==> config.mk <==
export PLATFORM = sky130hd
export DESIGN_NAME = sistema_de_ventilacao
export DESIGN_NICKNAME = d
export VERILOG_FILES = /design/src/rtl/sistema_de_ventilacao.sv
export SDC_FILE = /design/constraint.sdc
export NUM_CORES = 1
export LEC_CHECK = 0
export CAP_MARGIN = 30
export CORE_UTILIZATION = 51
export CTS_CLUSTER_DIAMETER = 60
export DETAILED_ROUTE_END_ITERATION = 8
export GPL_TIMING_DRIVEN = 0
export PLACE_DENSITY_LB_ADDON = 0.25
export SLEW_MARGIN = 15
export SYNTH_ARGS = -nofsm -noshare
export SYNTH_HDL_FRONTEND = slang
export SYNTH_SLANG_ARGS = --single-unit
==> constraint.sdc <==
create_clock -name clk -period 2.03 [get_ports clk]
set_input_delay 0.406 -clock clk [delete_from_list [all_inputs] [get_ports clk]]
set_output_delay 0.406 -clock clk [all_outputs]
set_load 0.01 [all_outputs]
==> src/rtl/sistema_de_ventilacao.sv <==
// Containment ventilation controller: drives the pressure-cascade dampers and
// raises the audible alarm on persistent cascade loss or reactor over-pressure.
module sistema_de_ventilacao #(
   parameter int unsigned PERSIST = 4,
   parameter int unsigned CLEAR   = 8,
   parameter logic [3:0]  REA_MAX = 4'hC
) (
   input  logic       clk,
   input  logic       rst_n,
   input  logic [3:0] sensPresSC,
   input  logic [3:0] sensPresS1,
   input  logic [3:0] sensPresS2,
   input  logic [3:0] sensPresS3,
   input  logic [3:0] sensPresTubSR,
   input  logic [3:0] sensPresTubSS,
   input  logic [3:0] sensPresRea,
   output logic       alarmeSonoroVentilacao,
   output logic       damperS12,
   output logic       damperS23,
   output logic       damperS3SS,
   output logic       damperS3SR,
   output logic       damperSSSC,
   output logic       damperRSR
);

   typedef enum logic [1:0] {
      NORMAL,
      SUSPECT,
      ALARM,
      EMERGENCY
   } state_t;

   localparam int VW = $clog2(PERSIST + 1);
   localparam int CW = $clog2(CLEAR + 1);
   localparam logic [VW-1:0] PMAX = VW'(PERSIST);
   localparam logic [CW-1:0] CMAX = CW'(CLEAR);

   state_t          state_q, state_d;
   logic [VW-1:0]   viol_q, viol_d;
   logic [CW-1:0]   clr_q, clr_d;
   logic [5:0]      dmp_q, dmp_d;
   logic            alarm_q, alarm_d;
   logic            ok;
   logic            emerg;

   assign ok = (sensPresSC > sensPresS1) && (sensPresS1 > sensPresS2) &&
               (sensPresS2 > sensPresS3) && (sensPresS3 > sensPresRea) &&
               (sensPresRea > sensPresTubSR);
   assign emerg = (sensPresRea >= REA_MAX);

   always_comb begin
      state_d = state_q;
      viol_d  = viol_q;
      clr_d   = clr_q;
      if (emerg) begin
         state_d = EMERGENCY;
      end else begin
         unique case (state_q)
            NORMAL: begin
               if (!ok) begin
                  state_d = SUSPECT;
                  viol_d  = VW'(1);
               end
            end
            SUSPECT: begin
               if (ok) begin
                  state_d = NORMAL;
                  viol_d  = '0;
               end else begin
                  if (viol_q < PMAX) viol_d = viol_q + VW'(1);
                  if (viol_d == PMAX) begin
                     state_d = ALARM;
                     clr_d   = '0;
                  end
               end
            end
            ALARM: begin
               if (!ok) clr_d = '0;
               else if (clr_q < CMAX) clr_d = clr_q + CW'(1);
               if (clr_d == CMAX) begin
                  state_d = NORMAL;
                  clr_d   = '0;
                  viol_d  = '0;
               end
            end
            EMERGENCY: begin
               state_d = ALARM;
               clr_d   = '0;
            end
            default: state_d = NORMAL;
         endcase
      end
      alarm_d = (state_d == ALARM) || (state_d == EMERGENCY);
      // Over-pressure vents the reactor and S3 to the return tube, isolates the rest
      if (emerg) begin
         dmp_d = 6'b000101;
      end else begin
         dmp_d = {sensPresS1 > sensPresS2,
                  sensPresS2 > sensPresS3,
                  sensPresTubSS > sensPresS3,
                  sensPresS3 > sensPresTubSR,
                  sensPresTubSS > sensPresSC,
                  sensPresRea > sensPresTubSR};
      end
   end

   always_ff @(posedge clk or negedge rst_n) begin
      if (!rst_n) begin
         state_q <= NORMAL;
         viol_q  <= '0;
         clr_q   <= '0;
         dmp_q   <= '0;
         alarm_q <= 1'b0;
      end else begin
         state_q <= state_d;
         viol_q  <= viol_d;
         clr_q   <= clr_d;
         dmp_q   <= dmp_d;
         alarm_q <= alarm_d;
      end
   end

   assign alarmeSonoroVentilacao = alarm_q;
   assign {damperS12, damperS23, damperS3SS,
           damperS3SR, damperSSSC, damperRSR} = dmp_q;

endmodule

# ---- Yosys cells after proc, flatten, opt, wreduce, memory -nomap -nowiden
# Index checks and enable logic that the tools add are counted.
dict set report classes {
  add_sub_neg 2
  mul 0
  div_mod_pow 0
  n_lt_le_gt_ge 11
  n_eq_ne 11
  shift 0
  muxes 23
  bitwise_logic 1
  reduce_logical 10
}
# cell count
set op_table {}
lappend op_table {{4-bit greater-than comparator} 8}
lappend op_table {{4-bit 2-to-1 mux} 7}
lappend op_table {{3-bit 2-to-1 mux} 7}
lappend op_table {{4-bit one-hot mux with 3 select lines} 1}
lappend op_table {{2-bit 2-to-1 mux} 5}
lappend op_table {{3-bit one-hot mux with 3 select lines} 1}
lappend op_table {{2-bit == test (second input constant)} 4}
lappend op_table {{2-bit inequality test (second input constant)} 4}
lappend op_table {{2-bit one-hot mux with 4 select lines} 1}
lappend op_table {{4-bit AND reduction} 2}
lappend op_table {{6-bit 2-to-1 mux} 1}
lappend op_table {{3-bit nonzero test} 2}
lappend op_table {{4-bit by 1-bit adder with 4-bit output (second input constant)} 1}
lappend op_table {{4-bit == test (second input constant)} 1}
lappend op_table {{4-bit >= comparator (second input constant)} 1}
lappend op_table {{1-bit logical AND} 4}
lappend op_table {{4-bit less-than comparator (second input constant)} 1}
lappend op_table {{3-bit by 1-bit adder with 3-bit output (second input constant)} 1}
lappend op_table {{3-bit == test (second input constant)} 1}
lappend op_table {{3-bit less-than comparator (second input constant)} 1}
lappend op_table {{2-bit by 1-bit == test with 1-bit output (second input constant)} 1}
lappend op_table {{2-bit zero test} 1}
lappend op_table {{1-bit logical OR} 1}
lappend op_table {{1-bit inverter} 1}
dict set report word_totals {
  reg_bits 16
  latch_bits 0
  ramBits 0
  rom_bits 0
  word_cells 63
  memories 0
}

# ---- Depth between registers and ports, before layout
dict set report depth {
  word_depth 15
  ltp_mapped 11
  depth_no_buf 9
}

# ---- Least setup slack after synthesis
# OpenSTA, ideal clock, no wires.
dict set report synth_path {
  path_type {input -> register}
  start {input sensPresTubSR[2]}
  end {register clr_q[3]}
  t_arrival_ns 2.193
  slack_ns -0.288
  path_stages 9
  path_cell_list {inv_1 > ha_1 > a211oi_2 > nand2_1 > and4_1 > a41oi_1 > a21oi_1 > nor2_2 > mux2_4}
}
dict set report synth_between {
  elab_chain_cells 8
  elab_cells_between_ends 10
}
# element line_no
set synth_rtl {}
lappend synth_rtl {{start, declared} 14} ;# input logic [3:0] sensPresTubSR,
lappend synth_rtl {{4-bit greater-than comparator *} 48} ;# (sensPresRea > sensPresTubSR);
lappend synth_rtl {{1-bit logical AND *} 47} ;# (sensPresS2 > sensPresS3) && (sensPresS3 > sensPresRea) &&
lappend synth_rtl {{4-bit 2-to-1 mux} 78} ;# if (!ok) clr_d = '0;
lappend synth_rtl {{4-bit 2-to-1 mux} 58} ;# unique case (state_q)
lappend synth_rtl {{4-bit 2-to-1 mux} 55} ;# if (emerg) begin
lappend synth_rtl {{4-bit == test} 80} ;# if (clr_d == CMAX) begin
lappend synth_rtl {{4-bit 2-to-1 mux} 80}
lappend synth_rtl {{4-bit one-hot mux with 3 select lines} 58}
lappend synth_rtl {{end signal, assigned} 117} ;# clr_q <= clr_d;
lappend synth_rtl {{end, declared} 40} ;# logic [CW-1:0] clr_q, clr_d;
# Mark *: on every way between the ends. The rest lies on a longest branch, timed or not. The select of a mux whose other input is x is not followed.
# A chain may end at the register's enable or synchronous reset.

# ---- Worst setup path after layout
dict set report layout_path {
  start {input sensPresRea[1]}
  end {register viol_q[1]}
}
dict set report layout_between {
  elab_chain_cells 9
  elab_cells_between_ends 15
}
# element line_no
set layout_rtl {}
lappend layout_rtl {{start, declared} 16} ;# input logic [3:0] sensPresRea,
lappend layout_rtl {{4-bit greater-than comparator} 47}
lappend layout_rtl {{1-bit logical AND (2 in series)} 47}
lappend layout_rtl {{4-bit 2-to-1 mux} 78}
lappend layout_rtl {{4-bit 2-to-1 mux} 58}
lappend layout_rtl {{4-bit 2-to-1 mux} 55}
lappend layout_rtl {{4-bit == test} 80}
lappend layout_rtl {{2-bit inequality test (no line)} --}
lappend layout_rtl {{4-bit AND reduction (no line)} --}
lappend layout_rtl {{end signal, assigned} 116} ;# viol_q <= viol_d;
lappend layout_rtl {{end, declared} 39} ;# logic [VW-1:0] viol_q, viol_d;
# Parallel ways exist; a longest one is shown, timed or not. The select of a mux whose other input is x is not followed.

==> impl_metrics.json <==
{
  "placedCellCount": 279,
  "cts_root_buf": "sky130_fd_sc_hd__clkbuf_4",
  "p_seq_share_pct": 26.5,
  "postSynth.topFlopCell": "sky130_fd_sc_hd__dfrtp_1",
  "clock_power_share_pct": 11.8,
  "grt_start_max_net_pins": 17,
  "floorplan.die_area_sq_um": 3630,
  "cap_violations": 0,
  "r2r_slack_ns": 0.10,
  "grt_usage_pct": 27.1,
  "power.density_nw_per_um2": 711,
  "final.min_clock_period_ns": 2.09,
  "cts-hold-fix-buffers": 0,
  "layout-area-overhead-vs-synth_pct": 47.8,
  "crit-reg2reg-launch": "state_q[1]",
  "synth_top_cell_by_area": "sky130_fd_sc_hd__ha_1",
  "worst_setup_path_category": "input port to register",
  "outcome": "finished with violations",
  "worst_clock_skew_ns": 0.00414,
  "numCtsBuffers": 3,
  "num_antenna_cells": 0,
  "dpl.hpwl_um": 3240,
  "fin_setup_tns_ns": -0.145,
  "post_synth_most_frequent_cells": "sky130_fd_sc_hd__ha_1, sky130_fd_sc_hd__inv_1, sky130_fd_sc_hd__dfrtp_1",
  "die_h_um": 60.3,
  "detail_route.wirelength_um": 4640,
  "critical_path.reg2reg.endpoint": "clr_q[3]",
  "htree_levels": 1,
  "critPathMaxStageDelay_ns": 0.29,
  "grt_setup_unrepaired": "true",
  "clk_latency_ns": 0.29,
  "slew_headroom_pct": 52.0,
  "p_switching_uw": 755,
  "grt_first_pass_wirelength_um": 7400,
  "worst-path-max-fanout": 5,
  "routed_via_density": 5.54,
  "portBuffers": 36,
  "postSynth.asyncResetShare_pct": 100,
  "crit_slowest_cell": "sky130_fd_sc_hd__a211oi_4",
  "tightest_slew_ns": 0.718,
  "clock_slew_at_reported_path_ffs_ns": 0.10,
  "final_layout_size_suffix_gt1_share_pct": 37.1,
  "clock_path_buffers": 2,
  "arrival_ns": 2.32,
  "antenna_found_initial": 0,
  "fillCellCount": 196,
  "worstPathCellList": "buf_4, inv_4, ha_4, nor2b_1, o211ai_1, a21oi_2, and4_1, buf_6, a211oi_4, nor2b_4, a32o_1",
  "comb_power_share_pct": 61.7,
  "route.antenna.remaining_nets": 0,
  "final_number_of_setup_violating_endpoints": 4,
  "grt_remaining_overflow": 0,
  "violated_checks": "setup timing",
  "worst_r2r_path_depth": 7,
  "synth.most_common_cell": "sky130_fd_sc_hd__ha_1",
  "power.static_leakage_uw": 0.00118,
  "tritoncts": "built",
  "synth_top_cells_by_area": "sky130_fd_sc_hd__ha_1, sky130_fd_sc_hd__dfrtp_1, sky130_fd_sc_hd__inv_1",
  "post-route-worst-setup-slack_ns": -0.0597,
  "yosysUniqueCellTypes": 41,
  "finalWeightedCongestion": 0.774,
  "design_power_total_uw": 1820,
  "fin_crit_sh_pct": 103,
  "floorplan.die.width_um": 60.3,
  "wire_per_inst_um": 15.5,
  "top_level_ports": 37,
  "detail_route.first_pass.iterations": 4,
  "remaining_routing_drc_violations": 0,
  "post_layout_nonfiller_instances": 300,
  "maxClockFrequency_mhz": 479,
  "synth_fp_nets": 268,
  "postSynthCellCount": 199,
  "endpoint_kind": "register",
  "nNetsFinal": 326,
  "floorplan.initialDensity_pct": 55.3,
  "netlist_area_sq_um": 1730,
  "power.share.switching_pct": 41.5,
  "seq_total_area_yosys_pct": 23.1,
  "area_share_of_the_largest_cell_type_after_synthesis_pct": 28.2,
  "irDropWorstVdd_mv": 0.591,
  "core-area_sq_um": 3130,
  "route.vias.total": 1662,
  "power_report.internal_total_uw": 1060,
  "synth_edf_count": 0,
  "first_iter_violations": 69,
  "core.rowCount": 20,
  "clock_sink_count": 16,
  "first_global_vias": 1684,
  "cp_data_required_time_ns": 2.26,
  "max_slew_violations": 0,
  "ys_ff_latch": 16,
  "finalHoldViolCount": 0,
  "syn-mean-instance-area_sq_um": 8.70,
  "ys_warn_count": 0,
  "hold_path_class": "input port to async pin",
  "startpoint_type": "input port"
}
==> stage by stage <==
step	setup slack, ns	hold WS [ns]	instance area (sq um)	util, %
after floorplan	-0.116	0.110	1890	-
after global placement	-0.964	0.514	2300	73.7
after detailed placement	-1.01	0.515	2300	73.7
after CTS	0.00325	0.538	2510	80.1
after global routing	-0.123	0.570	2560	81.8
final	-0.0597	0.535	2560	81.8
==> per-layer routing <==
metal	global-route usage (%)	share of wire (%)
met5	0	0
met4	9.30	2.6
met3	5.63	4.7
met2	45.1	48
met1	34.5	45
==> worst max-delay path by stage <==
stage                     end             start  cells past startpoint  slack [ns]
global route        viol_q[1]  sensPresTubSR[1]                     11       -0.12
CTS                 viol_q[1]     sensPresS1[3]                      9       0.003
floorplan            clr_q[3]     sensPresS3[2]                     11       -0.12
global placement    viol_q[2]     sensPresS3[2]                     11       -0.96
finish              viol_q[1]    sensPresRea[1]                     11       -0.06
detailed placement   clr_q[3]     sensPresS3[2]                     10       -1.01
==> flip-flops by register name, indices dropped and copies added, names as in the netlist <==
name and cells:
viol_q 3, clr_q 4, dmp_q 6, alarmeSonoroVentilacao 1
state_q 2
==> cell usage in the layout, fill, tap and decap left out, types with 2 or more instances in the layout <==
master                            Yosys  routed
sky130_fd_sc_hd__o21ai_0             13       9
sky130_fd_sc_hd__a31oi_1              4       4
sky130_fd_sc_hd__clkbuf_4             0       3
sky130_fd_sc_hd__ha_1                39      23
sky130_fd_sc_hd__buf_6                2       3
sky130_fd_sc_hd__buf_4                0      21
sky130_fd_sc_hd__dfrtp_1             16      16
sky130_fd_sc_hd__and4_1               3       2
sky130_fd_sc_hd__nand4_1              4       4
sky130_fd_sc_hd__nor3_1               3       3
sky130_fd_sc_hd__o22ai_1              2       2
sky130_fd_sc_hd__nand2_1             15      11
sky130_fd_sc_hd__a21oi_1             12       8
sky130_fd_sc_hd__clkdlybuf4s50_1      0      12
sky130_fd_sc_hd__inv_2                0      10
sky130_fd_sc_hd__nand3_1              3       3
sky130_fd_sc_hd__ha_4                 0      15
sky130_fd_sc_hd__dlygate4sd2_1        0       7
sky130_fd_sc_hd__nand3b_1             2       2
sky130_fd_sc_hd__nor2_2               1       3
sky130_fd_sc_hd__o21ai_2              0       3
sky130_fd_sc_hd__nor2_1               8       6
sky130_fd_sc_hd__buf_2                0       7
sky130_fd_sc_hd__o211ai_1             4       4
sky130_fd_sc_hd__a211oi_2             1       2
sky130_fd_sc_hd__nand2_2              0       4
sky130_fd_sc_hd__clkdlybuf4s15_1      0       3
sky130_fd_sc_hd__nor2b_1              3       3
sky130_fd_sc_hd__a21oi_2              0       4
sky130_fd_sc_hd__inv_1               38      25
sky130_fd_sc_hd__nand2b_1             3       3
sky130_fd_sc_hd__a41oi_2              0       2
==> what timing repair did <==
action,in CTS,in global routing
pin swaps,23,14
resized for setup,93,20
buffers inserted,16,3
endpoints found under the setup margin,10,11
==> worst max-delay path: cells and delay by family <==
kind	cells	cell delay, ns
buf+inv	3	0.34
compound gates	4	0.81
simple gates	3	0.57
fa+ha+maj	1	0.20
==> layout make-up <==
type                            instances  area [sq um]  area share (%)
Multi-Input combinational cell        143          1450            56.5
Buffer                                  1          11.3           0.440
Timing Repair Buffer                   54           447            17.5
Sequential cell                        16           400            15.7
Tap cell                               44          55.1            2.15
Clock buffer                            4          36.3            1.42
Inverter                               38           163            6.36
==> cells by family (layout without fill, tap and decap cells) <==
| logic type | after synthesis | in the layout | share of synthesized area [%] |
|---|---|---|---|
| AO/OA/AOI/OAI | 51 | 51 | 21.5 |
| multiplexers | 1 | 1 | 0.867 |
| flip-flops | 16 | 16 | 23.1 |
| AND/OR/NAND/NOR | 52 | 52 | 16.7 |
| buffers and inverters | 40 | 97 | 9.54 |
| adder cells (fa/ha/maj) | 39 | 39 | 28.2 |
==> power groups by stage <==
| stage | registers (uW) | clock network (uW) | logic, uW |
|---|---|---|---|
| 2_1_floorplan | 483 | 0 | 638 |
| 3_3_place_gp | 484 | 0 | 892 |
| 3_5_place_dp | 482 | 0 | 924 |
| 4_1_cts | 476 | 221 | 1040 |
| 5_1_grt | 492 | 234 | 1240 |
| 6_report | 481 | 215 | 1120 |
Power figures use the tool's default switching activity.
